### src/rtl/operand_reader.sv
// operand_reader: operand-read stage between decode and execute.
// Accepts decoded register specifiers over valid/ready. Reads both sources
// from the flat register-file output, bypassing a writeback that lands in
// the same cycle. A busy scoreboard stalls RAW and WAW hazards against
// in-flight writebacks. Results go to execute through a one-entry
// registered valid/ready stage.
// Ports:
//   clk, rst                 clock, async active-high reset
//   in_valid/in_ready        decode handshake (in_ready does not depend on in_valid)
//   in_rs1, in_rs2           source indices
//   in_rd, in_rd_wen         destination index / write enable
//   rf_data                  register file contents, one word per register
//   wb_wen/waddr/wdata       writeback bus snooped from the register file
//   flush                    squash output stage and scoreboard
//   out_valid/out_ready      execute handshake
//   out_op1, out_op2         operand values
//   out_rd, out_rd_wen       forwarded destination
module operand_reader #(
   parameter int unsigned XLEN = 32,
   parameter int unsigned NREG = 32,
   localparam int unsigned AW  = $clog2(NREG)
) (
   input  logic            clk,
   input  logic            rst,
   input  logic            in_valid,
   output logic            in_ready,
   input  logic [AW-1:0]   in_rs1,
   input  logic [AW-1:0]   in_rs2,
   input  logic [AW-1:0]   in_rd,
   input  logic            in_rd_wen,
   input  logic [XLEN-1:0] rf_data [NREG-1:0],
   input  logic            wb_wen,
   input  logic [AW-1:0]   wb_waddr,
   input  logic [XLEN-1:0] wb_wdata,
   input  logic            flush,
   output logic            out_valid,
   input  logic            out_ready,
   output logic [XLEN-1:0] out_op1,
   output logic [XLEN-1:0] out_op2,
   output logic [AW-1:0]   out_rd,
   output logic            out_rd_wen
);

   logic [NREG-1:0] r_busy;
   logic [NREG-1:0] w_busy_nxt;
   logic            w_byp1, w_byp2, w_bypd;
   logic            w_stall1, w_stall2, w_stalld;
   logic            w_hazard;
   logic            w_accept;
   logic            w_sets_rd;
   logic [XLEN-1:0] w_op1, w_op2;

   // Same-cycle writeback match per specifier; x0 never matches usefully
   // because the x0 checks below take precedence.
   assign w_byp1 = wb_wen && (wb_waddr == in_rs1);
   assign w_byp2 = wb_wen && (wb_waddr == in_rs2);
   assign w_bypd = wb_wen && (wb_waddr == in_rd);

   // Operand select: x0 reads zero, then bypass, then register file.
   assign w_op1 = (in_rs1 == '0) ? '0 : (w_byp1 ? wb_wdata : rf_data[in_rs1]);
   assign w_op2 = (in_rs2 == '0) ? '0 : (w_byp2 ? wb_wdata : rf_data[in_rs2]);

   // Hazards: a pending writeback blocks unless it lands this very cycle.
   assign w_stall1  = (in_rs1 != '0) && r_busy[in_rs1] && !w_byp1;
   assign w_stall2  = (in_rs2 != '0) && r_busy[in_rs2] && !w_byp2;
   assign w_stalld  = in_rd_wen && (in_rd != '0) && r_busy[in_rd] && !w_bypd;
   assign w_hazard  = w_stall1 || w_stall2 || w_stalld;

   assign in_ready  = !flush && !w_hazard && (!out_valid || out_ready);
   assign w_accept  = in_valid && in_ready;
   assign w_sets_rd = w_accept && in_rd_wen && (in_rd != '0);

   // Scoreboard next state: clear on writeback first so a same-cycle set wins.
   always_comb begin
      w_busy_nxt = r_busy;
      if (wb_wen && (wb_waddr != '0)) begin
         w_busy_nxt[wb_waddr] = 1'b0;
      end
      if (w_sets_rd) begin
         w_busy_nxt[in_rd] = 1'b1;
      end
      w_busy_nxt[0] = 1'b0;
   end

   // Scoreboard register; flush discards every pending entry.
   always_ff @(posedge clk or posedge rst) begin
      if (rst) begin
         r_busy <= '0;
      end else if (flush) begin
         r_busy <= '0;
      end else begin
         r_busy <= w_busy_nxt;
      end
   end

   // One-entry output stage; data holds while stalled and across flush.
   always_ff @(posedge clk or posedge rst) begin
      if (rst) begin
         out_valid  <= 1'b0;
         out_op1    <= '0;
         out_op2    <= '0;
         out_rd     <= '0;
         out_rd_wen <= 1'b0;
      end else if (flush) begin
         out_valid  <= 1'b0;
      end else if (w_accept) begin
         out_valid  <= 1'b1;
         out_op1    <= w_op1;
         out_op2    <= w_op2;
         out_rd     <= in_rd;
         out_rd_wen <= in_rd_wen;
      end else if (out_ready) begin
         out_valid  <= 1'b0;
      end
   end

endmodule

### config.mk
export PLATFORM = sky130hd
export DESIGN_NAME = operand_reader
export DESIGN_NICKNAME = d
export VERILOG_FILES = /design/src/rtl/operand_reader.sv
export SDC_FILE = /design/constraint.sdc
export NUM_CORES = 1
export LEC_CHECK = 0
export ABC_AREA = 0
export BUFFER_PORTS_ARGS = -buffer_cell sky130_fd_sc_hd__buf_4
export CAP_MARGIN = 30
export CORE_AREA = 2 2 453 455
export CTS_CLUSTER_SIZE = 40
export DETAILED_ROUTE_END_ITERATION = 8
export DIE_AREA = 0 0 455 457
export PLACE_DENSITY = 0.3
export SLEW_MARGIN = 20
export SYNTH_ARGS = -nofsm -noshare
export SYNTH_HDL_FRONTEND = slang
export SYNTH_SLANG_ARGS = --single-unit
### constraint.sdc
create_clock -name clk -period 4 [get_ports clk]
set_clock_uncertainty 0.1 [all_clocks]
set_input_delay 0.4 -clock clk [delete_from_list [all_inputs] [get_ports clk]]
set_output_delay 0.4 -clock clk [all_outputs]
set_load 0.01 [all_outputs]
Word-level counts from Yosys, hierarchy flattened
Index checks and enable logic that the tools add are counted.
{"block": "classes", "magnitude_cmp": 6, "eq_ne": 3, "muxes": 24, "bitwise_logic": 4, "reduce_logical": 35}
{"cell": "binary-select mux 32 bit (select 5 bit)", "n": 2}
{"cell": "2-to-1 mux 32 bit", "n": 9}
{"cell": "bitwise AND 32 bit", "n": 1}
{"cell": "NOT 32 bit", "n": 1}
{"cell": "bitwise OR 32 bit", "n": 1}
{"cell": "less-than comparator 5 x 6 -> 1 bit, second input constant", "n": 4}
{"cell": "nonzero test 5 bit", "n": 4}
{"cell": "logical AND 1 bit", "n": 18}
{"cell": "binary-select mux 1 bit (select 5 bit)", "n": 3}
{"cell": "== test 5 bit", "n": 3}
{"cell": "demux 1 bit (select 5 bit)", "n": 2}
{"cell": ">= comparator 5 x 1 -> 1 bit, second input constant", "n": 2}
{"cell": "logical NOT 5 bit", "n": 2}
{"cell": "2-to-1 mux 1 bit", "n": 8}
{"cell": "logical NOT 1 bit", "n": 6}
{"cell": "logical OR 1 bit", "n": 3}
{"cell": "nonzero test 3 bit", "n": 1}
{"cell": "AND reduction 2 bit", "n": 1}
{"cell": "NOT 1 bit", "n": 1}
{"block": "word_totals", "ff_bits": 103, "inputBits": 1083, "output_inout_bits": 72, "wordCells": 78}

Depth between registers and ports, before layout
{"block": "logic_depth", "ltp_word": 14, "mapped_depth": 12, "mapped_depth_nobuf": 7}

Least setup slack after synthesis
Ideal clock, no wire load.
{"block": "synth_path", "path_kind": "input to register", "startpoint": "input in_rs1[0]", "endpoint": "register out_op1[11]", "setup_ps": 125, "arrival_ps": 2749, "t_required_ps": 3775, "path_slack_ps": 1026, "cell_stages": 8, "n_path_buf": 3, "cell_sequence": "buf_2 -> buf_2 -> buf_1 -> mux4_2 -> mux4_2 -> o22ai_1 -> nor2_1 -> mux2_4"}
{"block": "synth_via", "elab_chain_cells": 11, "elab_cells_between_ends": 20, "classes_between": "1 x eq/ne; 6 x mux; 13 x reduce/logical"}
{"item": "from (decl)", "line": "27", "text": "input logic [AW-1:0] in_rs1,"}
{"item": "binary-select mux 1 bit (select 5 bit) / == test 5 bit (equally long branches)", "line": "64, 55"}
{"item": "2-to-1 mux 1 bit (not written as such) / logical AND 1 bit (equally long branches)", "line": "64, 55"}
{"item": "logical AND 1 bit / logical NOT 1 bit (equally long branches)", "line": "64", "text": "assign w_stall1 = (in_rs1 != '0) && r_busy[in_rs1] && !w_byp1;"}
{"item": "logical AND 1 bit", "line": "64"}
{"item": "logical OR 1 bit (2 in a row)", "line": "67", "text": "assign w_hazard = w_stall1 || w_stall2 || w_stalld;"}
{"item": "logical NOT 1 bit", "line": "69", "text": "assign in_ready = !flush && !w_hazard && (!out_valid || out_ready);"}
{"item": "logical AND 1 bit (2 in a row)", "line": "69"}
{"item": "logical AND 1 bit", "line": "70", "text": "assign w_accept = in_valid && in_ready;"}
{"item": "AND reduction 2 bit (no line)"}
{"item": "to (signal assigned)", "line": "108", "text": "out_op1 <= w_op1;"}
{"item": "to (decl)", "line": "38", "text": "output logic [XLEN-1:0] out_op1,"}
Several ways; a longest one is shown, not always the timed one. The select of a mux whose other input is x is not followed.
A chain may end at the register's enable or synchronous reset.

Final worst setup path
{"block": "layout_path", "startpoint": "register r_busy[4]", "endpoint": "output in_ready"}
{"block": "layout_via", "elab_chain_cells": 9, "elab_cells_between_ends": 17, "classes_between": "6 x mux; 11 x reduce/logical"}
{"item": "from (decl)", "line": "44", "text": "logic [NREG-1:0] r_busy;"}
{"item": "from (signal assigned)", "line": "92", "text": "r_busy <= w_busy_nxt;"}
{"item": "binary-select mux 1 bit (select 5 bit) (on tied branches)", "line": "64, 65"}
{"item": "2-to-1 mux 1 bit (on tied branches)", "line": "64, 65"}
{"item": "logical AND 1 bit (on tied branches) (2 in a row)", "line": "64, 65"}
{"item": "logical OR 1 bit", "line": "67"}
{"item": "logical OR 1 bit (*)", "line": "67"}
{"item": "logical NOT 1 bit (*)", "line": "69"}
{"item": "logical AND 1 bit (*) (2 in a row)", "line": "69"}
{"item": "to (decl)", "line": "26", "text": "output logic in_ready,"}
Mark *: on every way between the ends. The rest lies on a longest branch, timed or not. The select of a mux whose other input is x is not followed.

==> flow_summary.json <==
{
  "slew_headroom_pct": 27.90,
  "cp_slowest_cell": "a2111oi_4",
  "syn_nets": 2820,
  "powerDensity_nw_per_um2": 228.2,
  "finalCritPeriodShare_pct": 82.09,
  "drc": 0,
  "synth_cell_types": 66,
  "clk_path_buf_depth": 2,
  "numPortBuffers": 1154,
  "cap_viol_max_count": 0,
  "synth.most_common_cell": "mux4_2",
  "cp-end-kind": "output port",
  "path_max_fanout": 4,
  "dp_cells": 5470,
  "synth_area_leaders": "mux4_2, dfrtp_1, mux2i_1, a221oi_1, mux2_4",
  "grt_max_degree": 82,
  "wl_mm": 220.7,
  "synth_top_area_share_pct": 53.68,
  "nFillCells": 22580,
  "syn_avg_cell_area_sq_um": 12.75,
  "post_synth_most_frequent_cells": "mux4_2, mux2i_1, clkbuf_1",
  "crit_path_max_incr_delay_ns": 0.49,
  "required_ns": 3.50,
  "synth-seq-cells": 102,
  "finalCriticalPeriod_ns": 3.284,
  "rsz0062_at_grt": "no",
  "rows": 166,
  "seq_area_sq_um": 2552,
  "cp.arrival_ns": 2.78,
  "worst_slew_pin_slew_ns": 1.082,
  "fmax_ghz": 0.3045,
  "finalHoldViolCount": 0,
  "multiInputGateArea_sq_um": 18560,
  "min_path_type": "in2async",
  "r2r_cells": 8,
  "place.gp.congestion": 0.8911,
  "synthFlopType": "dfrtp_1",
  "htreeDepth": 3,
  "clock_latency_ns": 0.46,
  "cts_setup_buffers": 0,
  "hold_buffers": 0,
  "cts_resized": 0,
  "tns_ns": 0,
  "grt_pass1_vias": 25330,
  "drive_gt1_share_pct": 67.93,
  "fp.dieH_microns": 457,
  "netlist_area_sq_um": 22150,
  "path_clk_slew_ns": 0.10,
  "grt_overflow_total": 0,
  "dp_hpwl_mm": 188.7,
  "yosysSeqAreaShare_pct": 11.52,
  "async_reset_ff_share_pct": 100.0,
  "die_w_microns": 455,
  "viasPerCell": 4.450,
  "syn_inst": 1737,
  "final_cells": 5526,
  "synth_edf_count": 0,
  "critPathLaunchType": "register",
  "start_util_pct": 10.89,
  "leakagePower_nw": 13.89,
  "cts_sinks": 102,
  "numCtsBuffers": 9,
  "status": "finished, final reports clean",
  "antenna_found_initial": 122,
  "ys_warn_count": 0,
  "vias": 24590,
  "grt_pass1_wl_mm": 278.7,
  "syn_to_final_growth_pct": 56.78,
  "slew_viol_final": 0,
  "firstDrtPassIters": 6,
  "setup_violations": 0,
  "fin_nets": 3876,
  "synth_top_cell_by_area": "mux4_2",
  "hold_ws_ns": 0.03141,
  "grtUsageTotal_pct": 20.57,
  "crit_path_cell_trace": "mux2i_1 -> mux4_2 -> mux2_4 -> a2111oi_4 -> a21oi_2 -> and3_1 -> buf_4",
  "ir_drop_mv": 0.1736,
  "postRouteAntennaNets": 0,
  "path_class": "reg2out",
  "design.core.area_sq_um": 203300,
  "routedWlPerCell_microns": 39.94,
  "drtIter0Drc": 1973,
  "cts_tree": "built",
  "cts-root-buf": "clkbuf_16",
  "ioPinCount": 1155,
  "die_area_sq_um": 207900
}
==> per-stage QoR <==
stage                     power, mW  setup WS (ns)  util (%)  instance area [sq um]
after CTS                     8.109         0.6656     17.03                  34630
after floorplan               3.668         0.8245         -                  22150
after global placement        6.958         0.4331     16.89                  34350
final                         7.927         0.7164     17.08                  34730
after detailed placement      6.972         0.4173     16.89                  34350
after global routing          8.382         0.5745     17.05                  34660
==> area by class of cell <==
type,count,share of cell area [%]
Timing Repair Buffer,1256,28.03
Clock buffer,9,0.6485
Multi-Input combinational cell,1391,53.44
Clock inverter,6,0.1549
Inverter,33,0.3999
Antenna cell,41,0.2954
Tap cell,2688,9.684
Sequential cell,102,7.349
==> path summary, 6_finish.rpt <==
path,slack (ns),startpoint,to
setup reg to reg,0.76,r_busy[4],out_op1[16]
hold reg to reg,0.42,out_op1[14],out_op1[14]
min in group clk,0.18,wb_wdata[16],out_op2[16]
max in group asynchronous,2.86,rst,out_op1[30]
setup / recovery,0.72,r_busy[4],in_ready
hold / removal,0.03,rst,out_op1[11]
==> flip-flops by register name, indices dropped and copies added (netlist names) <==
register	count
out_valid	1
out_rd_wen	1
r_busy	31
out_op2	32
out_op1	32
out_rd	5
==> power breakdown <==
| group | total, mW | switching (mW) | internal [mW] |
|---|---|---|---|
| logic | 5.33 | 2.81 | 2.52 |
| clock network | 1.06 | 0.624 | 0.434 |
| registers | 1.54 | 0.238 | 1.30 |
| total | 7.93 | 3.67 | 4.25 |
==> critical path: cells and delay by family (launching register included) <==
kind                   cells  cell delay [ns]
AND/OR/NAND/NOR            1             0.23
flip-flops                 1             0.48
multiplexers               3             0.85
AO/OA/AOI/OAI              2             0.59
buffers and inverters      1             0.17
==> cell usage in the layout (no fill, tap or decap), types with 9 or more instances in the layout <==
master / count
clkbuf_16: 9
o21ai_0: 74
o22ai_1: 30
diode_2: 41
dfrtp_1: 102
o21ai_1: 28
mux2_4: 30
nor3_1: 13
mux4_2: 528
a21oi_1: 19
xor2_1: 12
mux2_2: 34
buf_4: 1230
a22oi_1: 30
nor2b_1: 25
nand3_1: 17
a221oi_1: 74
a222oi_1: 18
inv_1: 28
buf_12: 22
nand3b_1: 20
nand2_1: 84
o211ai_1: 14
nor2_1: 46
mux2i_1: 189
==> cells by family after synthesis <==
| group | count (synthesis) | share of synthesized area [%] |
|---|---|---|
| AO/OA/AOI/OAI | 336 | 10.99 |
| XOR/XNOR | 15 | 0.5931 |
| buffers and inverters | 244 | 5.027 |
| flip-flops | 102 | 11.52 |
| multiplexers | 782 | 66.03 |
| AND/OR/NAND/NOR | 258 | 5.835 |
==> layer usage <==
layer | share of wire, % | up-vias | routed length, microns | global-route usage, %
li1 | - | 9806 | - | -
met3 | 9.6 | 201 | 21130 | 7.862
met1 | 44 | 13290 | 98010 | 27.79
met4 | 1.6 | 90 | 3546 | 3.663
met5 | 0.26 | - | 575 | 0
met2 | 44 | 1203 | 97470 | 31.16
Note: power is estimated with default switching activity, not from simulation.
